[src/rtl/fifo_pkg.sv]
// Shared types and constants for the FIFO read-side stream reader.
package fifo_pkg;

    localparam int unsigned READER_BUF_DEPTH = 2;

    typedef logic [1:0] buf_cnt_t;

endpackage

[src/rtl/stream_skid_buf.sv]
// Two-entry valid/ready output buffer; entry0 is the head and drives the stream data.
module stream_skid_buf
    import fifo_pkg::*;
#(
    parameter int unsigned DWidth = 16
) (
    input  logic              clk_i,
    input  logic              rst_ni,
    input  logic              push_i,
    input  logic [DWidth-1:0] push_data_i,
    input  logic              pop_i,
    output logic [DWidth-1:0] data_o,
    output logic              valid_o,
    output buf_cnt_t          count_o
);

    logic [DWidth-1:0] entry0_q, entry0_d;
    logic [DWidth-1:0] entry1_q, entry1_d;
    buf_cnt_t          cnt_q, cnt_d;
    logic              pop;

    assign pop = pop_i & (cnt_q != '0);

    always_comb begin
        entry0_d = entry0_q;
        entry1_d = entry1_q;
        cnt_d    = cnt_q;
        case ({push_i, pop})
            2'b01: begin
                entry0_d = entry1_q;
                cnt_d    = cnt_q - 2'd1;
            end
            2'b10: begin
                if (cnt_q == '0) begin
                    entry0_d = push_data_i;
                end else begin
                    entry1_d = push_data_i;
                end
                cnt_d = cnt_q + 2'd1;
            end
            2'b11: begin
                // Count is unchanged; the new word lands behind whatever shifts into the head.
                if (cnt_q == 2'd1) begin
                    entry0_d = push_data_i;
                end else begin
                    entry0_d = entry1_q;
                    entry1_d = push_data_i;
                end
            end
            default: ;
        endcase
    end

    always_ff @(posedge clk_i or negedge rst_ni) begin
        if (!rst_ni) begin
            entry0_q <= '0;
            entry1_q <= '0;
            cnt_q    <= '0;
        end else begin
            entry0_q <= entry0_d;
            entry1_q <= entry1_d;
            cnt_q    <= cnt_d;
        end
    end

    assign data_o  = entry0_q;
    assign valid_o = (cnt_q != '0);
    assign count_o = cnt_q;

    overrun_a : assert property (@(posedge clk_i) disable iff (!rst_ni)
        !(push_i && !pop && (cnt_q == buf_cnt_t'(READER_BUF_DEPTH))));

endmodule

[src/rtl/fifo_stream_reader.sv]
// Read-side master for the synchronous FIFO, presenting a valid/ready stream.
// Optional packet framing (m_last) is enabled with FIFO_READER_LAST_EN.
module fifo_stream_reader
    import fifo_pkg::*;
#(
    parameter int unsigned DWIDTH  = 16,
    parameter int unsigned PKT_LEN = 64
) (
    input  logic              clk,
    input  logic              rstn,
    input  logic              fifo_empty,
    input  logic [DWIDTH-1:0] fifo_dout,
    output logic              fifo_rd_en,
    output logic [DWIDTH-1:0] m_data,
    output logic              m_valid,
    input  logic              m_ready
`ifdef FIFO_READER_LAST_EN
   ,output logic              m_last
`endif
);

    if (PKT_LEN < 1) begin : g_bad_pkt_len
        $error("PKT_LEN must be at least 1");
    end

    logic     inflight_q;
    buf_cnt_t cnt;
    logic     pop;
    logic [2:0] occ;

    assign pop = m_valid & m_ready;

    // Credit check: buffered plus in-flight words after this cycle's pop must leave a free slot.
    always_comb begin
        occ        = {1'b0, cnt} + {2'b00, inflight_q} - {2'b00, pop};
        fifo_rd_en = ~fifo_empty & (occ < 3'(READER_BUF_DEPTH));
    end

    always_ff @(posedge clk or negedge rstn) begin
        if (!rstn) begin
            inflight_q <= 1'b0;
        end else begin
            inflight_q <= fifo_rd_en;
        end
    end

    stream_skid_buf #(
        .DWidth (DWIDTH)
    ) u_buf (
        .clk_i       (clk),
        .rst_ni      (rstn),
        .push_i      (inflight_q),
        .push_data_i (fifo_dout),
        .pop_i       (m_ready),
        .data_o      (m_data),
        .valid_o     (m_valid),
        .count_o     (cnt)
    );

`ifdef FIFO_READER_LAST_EN
    localparam int unsigned BeatW = $clog2(PKT_LEN + 1);
    localparam logic [BeatW-1:0] LastIdx = BeatW'(PKT_LEN - 1);

    logic [BeatW-1:0] beat_q, beat_d;

    always_comb begin
        beat_d = beat_q;
        if (pop) begin
            beat_d = (beat_q == LastIdx) ? '0 : beat_q + 1'b1;
        end
    end

    always_ff @(posedge clk or negedge rstn) begin
        if (!rstn) begin
            beat_q <= '0;
        end else begin
            beat_q <= beat_d;
        end
    end

    assign m_last = m_valid & (beat_q == LastIdx);
`endif

endmodule
[config.mk]
export PLATFORM = sky130hd
export DESIGN_NAME = fifo_stream_reader
export DESIGN_NICKNAME = d
export VERILOG_FILES = /design/src/rtl/fifo_pkg.sv /design/src/rtl/stream_skid_buf.sv /design/src/rtl/fifo_stream_reader.sv
export SDC_FILE = /design/constraint.sdc
export NUM_CORES = 1
export LEC_CHECK = 0
export CAP_MARGIN = 20
export CORE_ASPECT_RATIO = 0.5
export CORE_MARGIN = 3
export CORE_UTILIZATION = 60
export CTS_CLUSTER_DIAMETER = 30
export DETAILED_ROUTE_END_ITERATION = 6
export DONT_BUFFER_PORTS = 1
export GPL_ROUTABILITY_DRIVEN = 0
export PLACE_DENSITY_LB_ADDON = 0.25
export SLEW_MARGIN = 20
export SYNTH_ARGS = -nofsm -noshare
export SYNTH_HDL_FRONTEND = slang
export SYNTH_HIERARCHICAL = 1
export SYNTH_SLANG_ARGS = --single-unit
[constraint.sdc]
create_clock -name clk -period 2.82 [get_ports clk]
set_clock_uncertainty 0.05 [all_clocks]
set_input_delay 0.282 -clock clk [delete_from_list [all_inputs] [get_ports clk]]
set_output_delay 0.282 -clock clk [all_outputs]
set_load 0.01 [all_outputs]
Yosys cells after proc, flatten, opt, wreduce, memory -nomap -nowiden
Cells that the tools add are included.

Register bits: 35. Bits in latches: 0. RAM bits: 0. Bits in read-only memories: 0. Input bits: 20. Output and inout bits: 18. Memories kept: 0.

Add/subtract/negate cells: 4. $mul: 0. Div/mod/pow operators: 0. Order comparisons: 1. Equality and inequality tests: 7. Shift operators: 0. Mux-type cells: 7. Bitwise logic cells: 3. Reductions and logical operators: 7.

Operator list (number): $mux W16 (4); $pmux W16 S3 (1); $pmux W16 S2 (1); $reduce_bool A2 Y1 (3); $eq A2 B1 Y1 const B (2); $eq A2 B2 Y1 const B (2); $ne A2 B2 Y1 const B (2); $pmux W2 S2 (1); $add A2 B1 Y3 (1); $lt A3 B2 Y1 const B (1); $reduce_and A3 Y1 (1); $reduce_bool A3 Y1 (1); $sub A3 B1 Y3 (1); $add A2 B1 Y2 const B (1); $and A1 B1 Y1 (2); $logic_not A2 Y1 (1); $ne A2 B1 Y1 const B (1); $reduce_and A2 Y1 (1); $sub A2 B1 Y2 const B (1); $not A1 Y1 (1).

Longest topological paths before layout
Word-level depth: 5. Mapped depth: 12.

By module
Netlist, hierarchy kept.

By module, submodules not included: stream_skid_buf (times used 1, cells each 131, area each 1575.3 µm², seq. area each 850.8 µm²); fifo_stream_reader (times used 1, cells each 8, area each 95.1 µm², seq. area each 25.0 µm²).

Least setup slack after synthesis
OpenSTA, ideal clock, no wires.

Path type: register to output. From: register u_buf.cnt_q[1] (netlist: u_buf/count_o[1]). To: output fifo_rd_en. Arrival: 2149 ps. Required time: 2488 ps. Slack: 339 ps. Cell stages (with the launch flop): 10. Buffers on the path: 0. Cell sequence: dfrtp_1 inv_1 ha_1 inv_1 and2_1 ha_1 nand2b_1 fa_1 xor2_1 nor3b_2.

Longest elaborated chain between the ends: 5. Elaborated cells between the ends (all ways): 6.

RTL lines: start: declaration (RTL line stream_skid_buf.sv:19) `buf_cnt_t cnt_q, cnt_d;`; start signal: assignment (RTL line stream_skid_buf.sv:62) `cnt_q <= cnt_d;`; $reduce_bool A2 Y1 (RTL line stream_skid_buf.sv:67) `assign valid_o = (cnt_q != '0);`; named net m_valid (RTL line fifo_stream_reader.sv:15) `output logic m_valid,`; $and A1 B1 Y1 (RTL line fifo_stream_reader.sv:31) `assign pop = m_valid & m_ready;`; $sub A3 B1 Y3 (RTL line fifo_stream_reader.sv:35) `occ = {1'b0, cnt} + {2'b00, inflight_q} - {2'b00, pop};`; $lt A3 B2 Y1 (RTL line fifo_stream_reader.sv:36) `fifo_rd_en = ~fifo_empty & (occ < 3'(READER_BUF_DEPTH));`; $and A1 B1 Y1 (RTL line fifo_stream_reader.sv:36); end: declaration (RTL line fifo_stream_reader.sv:13) `output logic fifo_rd_en,`.

The timed path passes the listed nets, and every way through them passes these cells.

Worst setup path in the final report
Same ends and word-level chain as after synthesis.

==> results.ini <==
[sta]
relSlewSlack_pct = 60.7
slew_viol_final = 0
fmax_ghz = 0.370
period_minus_slack_ns = 2.70
final-setup-viol-count = 0
hold_violations = 0
tightest_slew_ns = 0.589
finalCritPeriodShare_pct = 95.8

[routing]
wire_per_inst_microns = 18.3
vias_per_cell = 6.09
drc_errors = 0
wirelength_mm = 3.29
postRouteAntennaNets = 0
dr.first_iter.drc_count = 76
vias = 1096
drt_first_pass_iters = 5

[cells_and_area]
post-route-util_pct = 75.6
antenna_cells = 0
fillers = 159
drive_above_1_share_pct = 26.2
nets = 173
area_delta_synth_final_pct = 9.36
finalNonFillerCells = 180

[critical_path]
r2r_end = inflight_q
crit_type = flop to output pin
cp_common_cell = inv_2
cp.arrival_ns = 2.37
cp.required_ns = 2.49
startpoint_type = flop
crit_fanout = 3
slowest_delay_ns = 0.40
reg2reg_slack_ns = 0.57
reg2regPathDepth = 9
r2r-start = u_buf/count_o[1]
critPathSlowestCell = dfrtp_1
cp-end-kind = output pin
worstPathCellList = inv_2 > ha_4 > inv_2 > and2_1 > ha_1 > nand2b_1 > fa_2 > xor2_1 > nor3b_2

[logic_synthesis]
synth_compound_area_share_pct = 16.0
synthSimpleGateAreaFrac_pct = 6.59
syn_area_sq_mm = 0.00167
synth_seq_cells = 35
synthXorXnorAreaFrac_pct = 1.05
synthAdderAreaFrac_pct = 6.44
yosys.area.top_type_share_pct = 52.4
synth_nets = 167
synth_top_family_by_area = compound AO/OA/AOI/OAI gates
synthMuxAreaShare_pct = 12.7
synth_area_leaders = dfrtp_1, mux2_2, a32oi_1
synthArstFlopShare_pct = 100
ys_seq_area_share_pct = 52.4
yosysMostFrequentCell = dfrtp_1
synth_common_cells = dfrtp_1, mux2_2, a21oi_1, a32oi_1, nor2_1
ys_types = 25
syn_inst = 139
yosys.area.top_type = dfrtp_1
ys.flop_type = dfrtp_1
yosysWarnings = 6
avgSynthCellArea_sq_um = 12.0
synth_edf_count = 0

[power]
ir_worst_vdd_mv = 0.668
p_leak_nw = 0.794
power_density_mw_per_mm2 = 1220

[floorplan]
dieArea_sq_mm = 0.00349
die_y_microns = 43.3
core_sq_mm = 0.00242
ios = 38
initial_core_util_pct = 69.1
rows = 12
die_x_microns = 80.6

[global_routing]
antenna_found_initial = 0
use_met2_pct = 33.1
grt_pass1_wl_mm = 5.37
busiest_layer = met2
grt_start_max_net_pins = 36
grt_use_total_pct = 20.9
grt_pass1_vias = 1121
use_met1_pct = 26.1
grtUsageMet3_pct = 8.26
overflow = 0

[clocking]
cts_root_buf = clkbuf_8
insertion_delay_ns = 0.28
h-tree-depth = 2
numClockSinks = 35
clk_path_buf_depth = 2
path_clk_slew_ns = 0.07
cts_tree = built
cts_made_buffers = 5

[worst_hold_path]
hold_end = inflight_q
hold_start = fifo_empty
worstHoldPathType = input pin to flop
whs_path_depth = 1

[flow_run]
maxCapViolations = 0

[status]
status = completed

[place]
portBuffers = 0
post-dp-hpwl_mm = 2.10
dp.cells = 168

sequential cells by signal, summed over array words and instances (netlist names):
register,flops
inflight_q,1
u_buf/entry1_q,16
u_buf/count_o,2
u_buf/data_o,16
metal layers:
metal  vias up  part of all wire, %
met5         -                    0
li1        520                    -
met2        38                   48
met1       534                   42
met3         4                  8.6
met4         0                  1.2
where the power goes:
| part | internal, mW | switching (mW) | leakage [nW] | total, mW |
|---|---|---|---|---|
| logic | 0.421 | 0.466 | 0.338 | 0.887 |
| clock network | 0.192 | 0.175 | 0.0470 | 0.367 |
| registers | 0.764 | 0.204 | 0.409 | 0.968 |
| total | 1.38 | 0.845 | 0.794 | 2.22 |
timing repair:
action | 4_1_cts | 5_1_grt
setup endpoints to repair | 1 | 1
pin swaps | 1 | 1
gates resized for setup | 3 | 3
hold buffers | 2 | 0
endpoints found under the hold margin | 35 | 0
buffers inserted | 2 | 1
layout by cell type, fill, tap and decap left out:
| cell | instances |
|---|---|
| a21oi_1 | 16 |
| ha_4 | 1 |
| dlygate4sd3_1 | 1 |
| or2_1 | 1 |
| buf_4 | 5 |
| a21o_1 | 3 |
| and2_1 | 1 |
| clkinv_2 | 1 |
| ha_1 | 6 |
| nand2_1 | 2 |
| fa_2 | 1 |
| nand2b_1 | 1 |
| o21ai_0 | 1 |
| xor2_1 | 2 |
| buf_12 | 1 |
| a32oi_1 | 16 |
| nor3b_2 | 1 |
| nand2_4 | 1 |
| a211oi_1 | 1 |
| mux2i_1 | 2 |
| inv_2 | 3 |
| mux2_2 | 17 |
| clkbuf_8 | 6 |
| nor2_1 | 16 |
| inv_1 | 3 |
| a22oi_2 | 1 |
| dfrtp_1 | 35 |
metrics by stage:
| stage | power [mW] | setup slack [ns] | hold WS, ns | instance area, sq um | setup TNS (ns) |
|---|---|---|---|---|---|
| after global routing | 2.39 | -0.00484 | 0.0296 | 1830 | -0.00484 |
| after CTS | 2.21 | 0.0405 | 0.0324 | 1820 | 0 |
| after detailed placement | 1.78 | 0.194 | -0.0627 | 1670 | 0 |
| after floorplan | 1.64 | 0.339 | -0.0636 | 1670 | 0 |
| final | 2.22 | 0.119 | 0.0355 | 1830 | 0 |
| after global placement | 1.74 | 0.265 | -0.0628 | 1670 | 0 |
critical path, delay by kind of cell (launching register included):
family,cells,cell delay [ns]
xor gates and xnor gates,1,0.17
DFF,1,0.40
buffers and inverters,2,0.16
and+or+nand+nor,3,0.60
adders and majority gates,3,0.76
final cells by class:
type	count	area (sq um)	area share (%)
inverters	6	22.5	1.23
repair buffers	7	67.6	3.70
clock inverters	1	5.00	0.274
flip-flops and latches	35	876	47.9
multi-input cells	90	729	39.9
clock buffers	6	82.6	4.52
well taps	35	43.8	2.40
worst max-delay path by stage:
stage | slack, ns | start | endpoint | cells after the start
floorplan | 0.34 | u_buf/count_o[1] | fifo_rd_en | 9
global placement | 0.26 | u_buf/count_o[1] | fifo_rd_en | 9
detailed placement | 0.19 | u_buf/count_o[1] | fifo_rd_en | 9
CTS | 0.04 | u_buf/count_o[0] | fifo_rd_en | 9
global route | -0.005 | u_buf/count_o[1] | fifo_rd_en | 9
finish | 0.12 | u_buf/count_o[1] | fifo_rd_en | 9
cell families after synthesis:
group | Yosys count
buffers and inverters | 14
AND/OR/NAND/NOR | 23
adder cells (fa/ha/maj) | 8
multiplexers | 19
AO/OA/AOI/OAI | 38
flip-flops | 35
XOR/XNOR | 2
No activity file was read; power rests on OpenSTA's default activity.
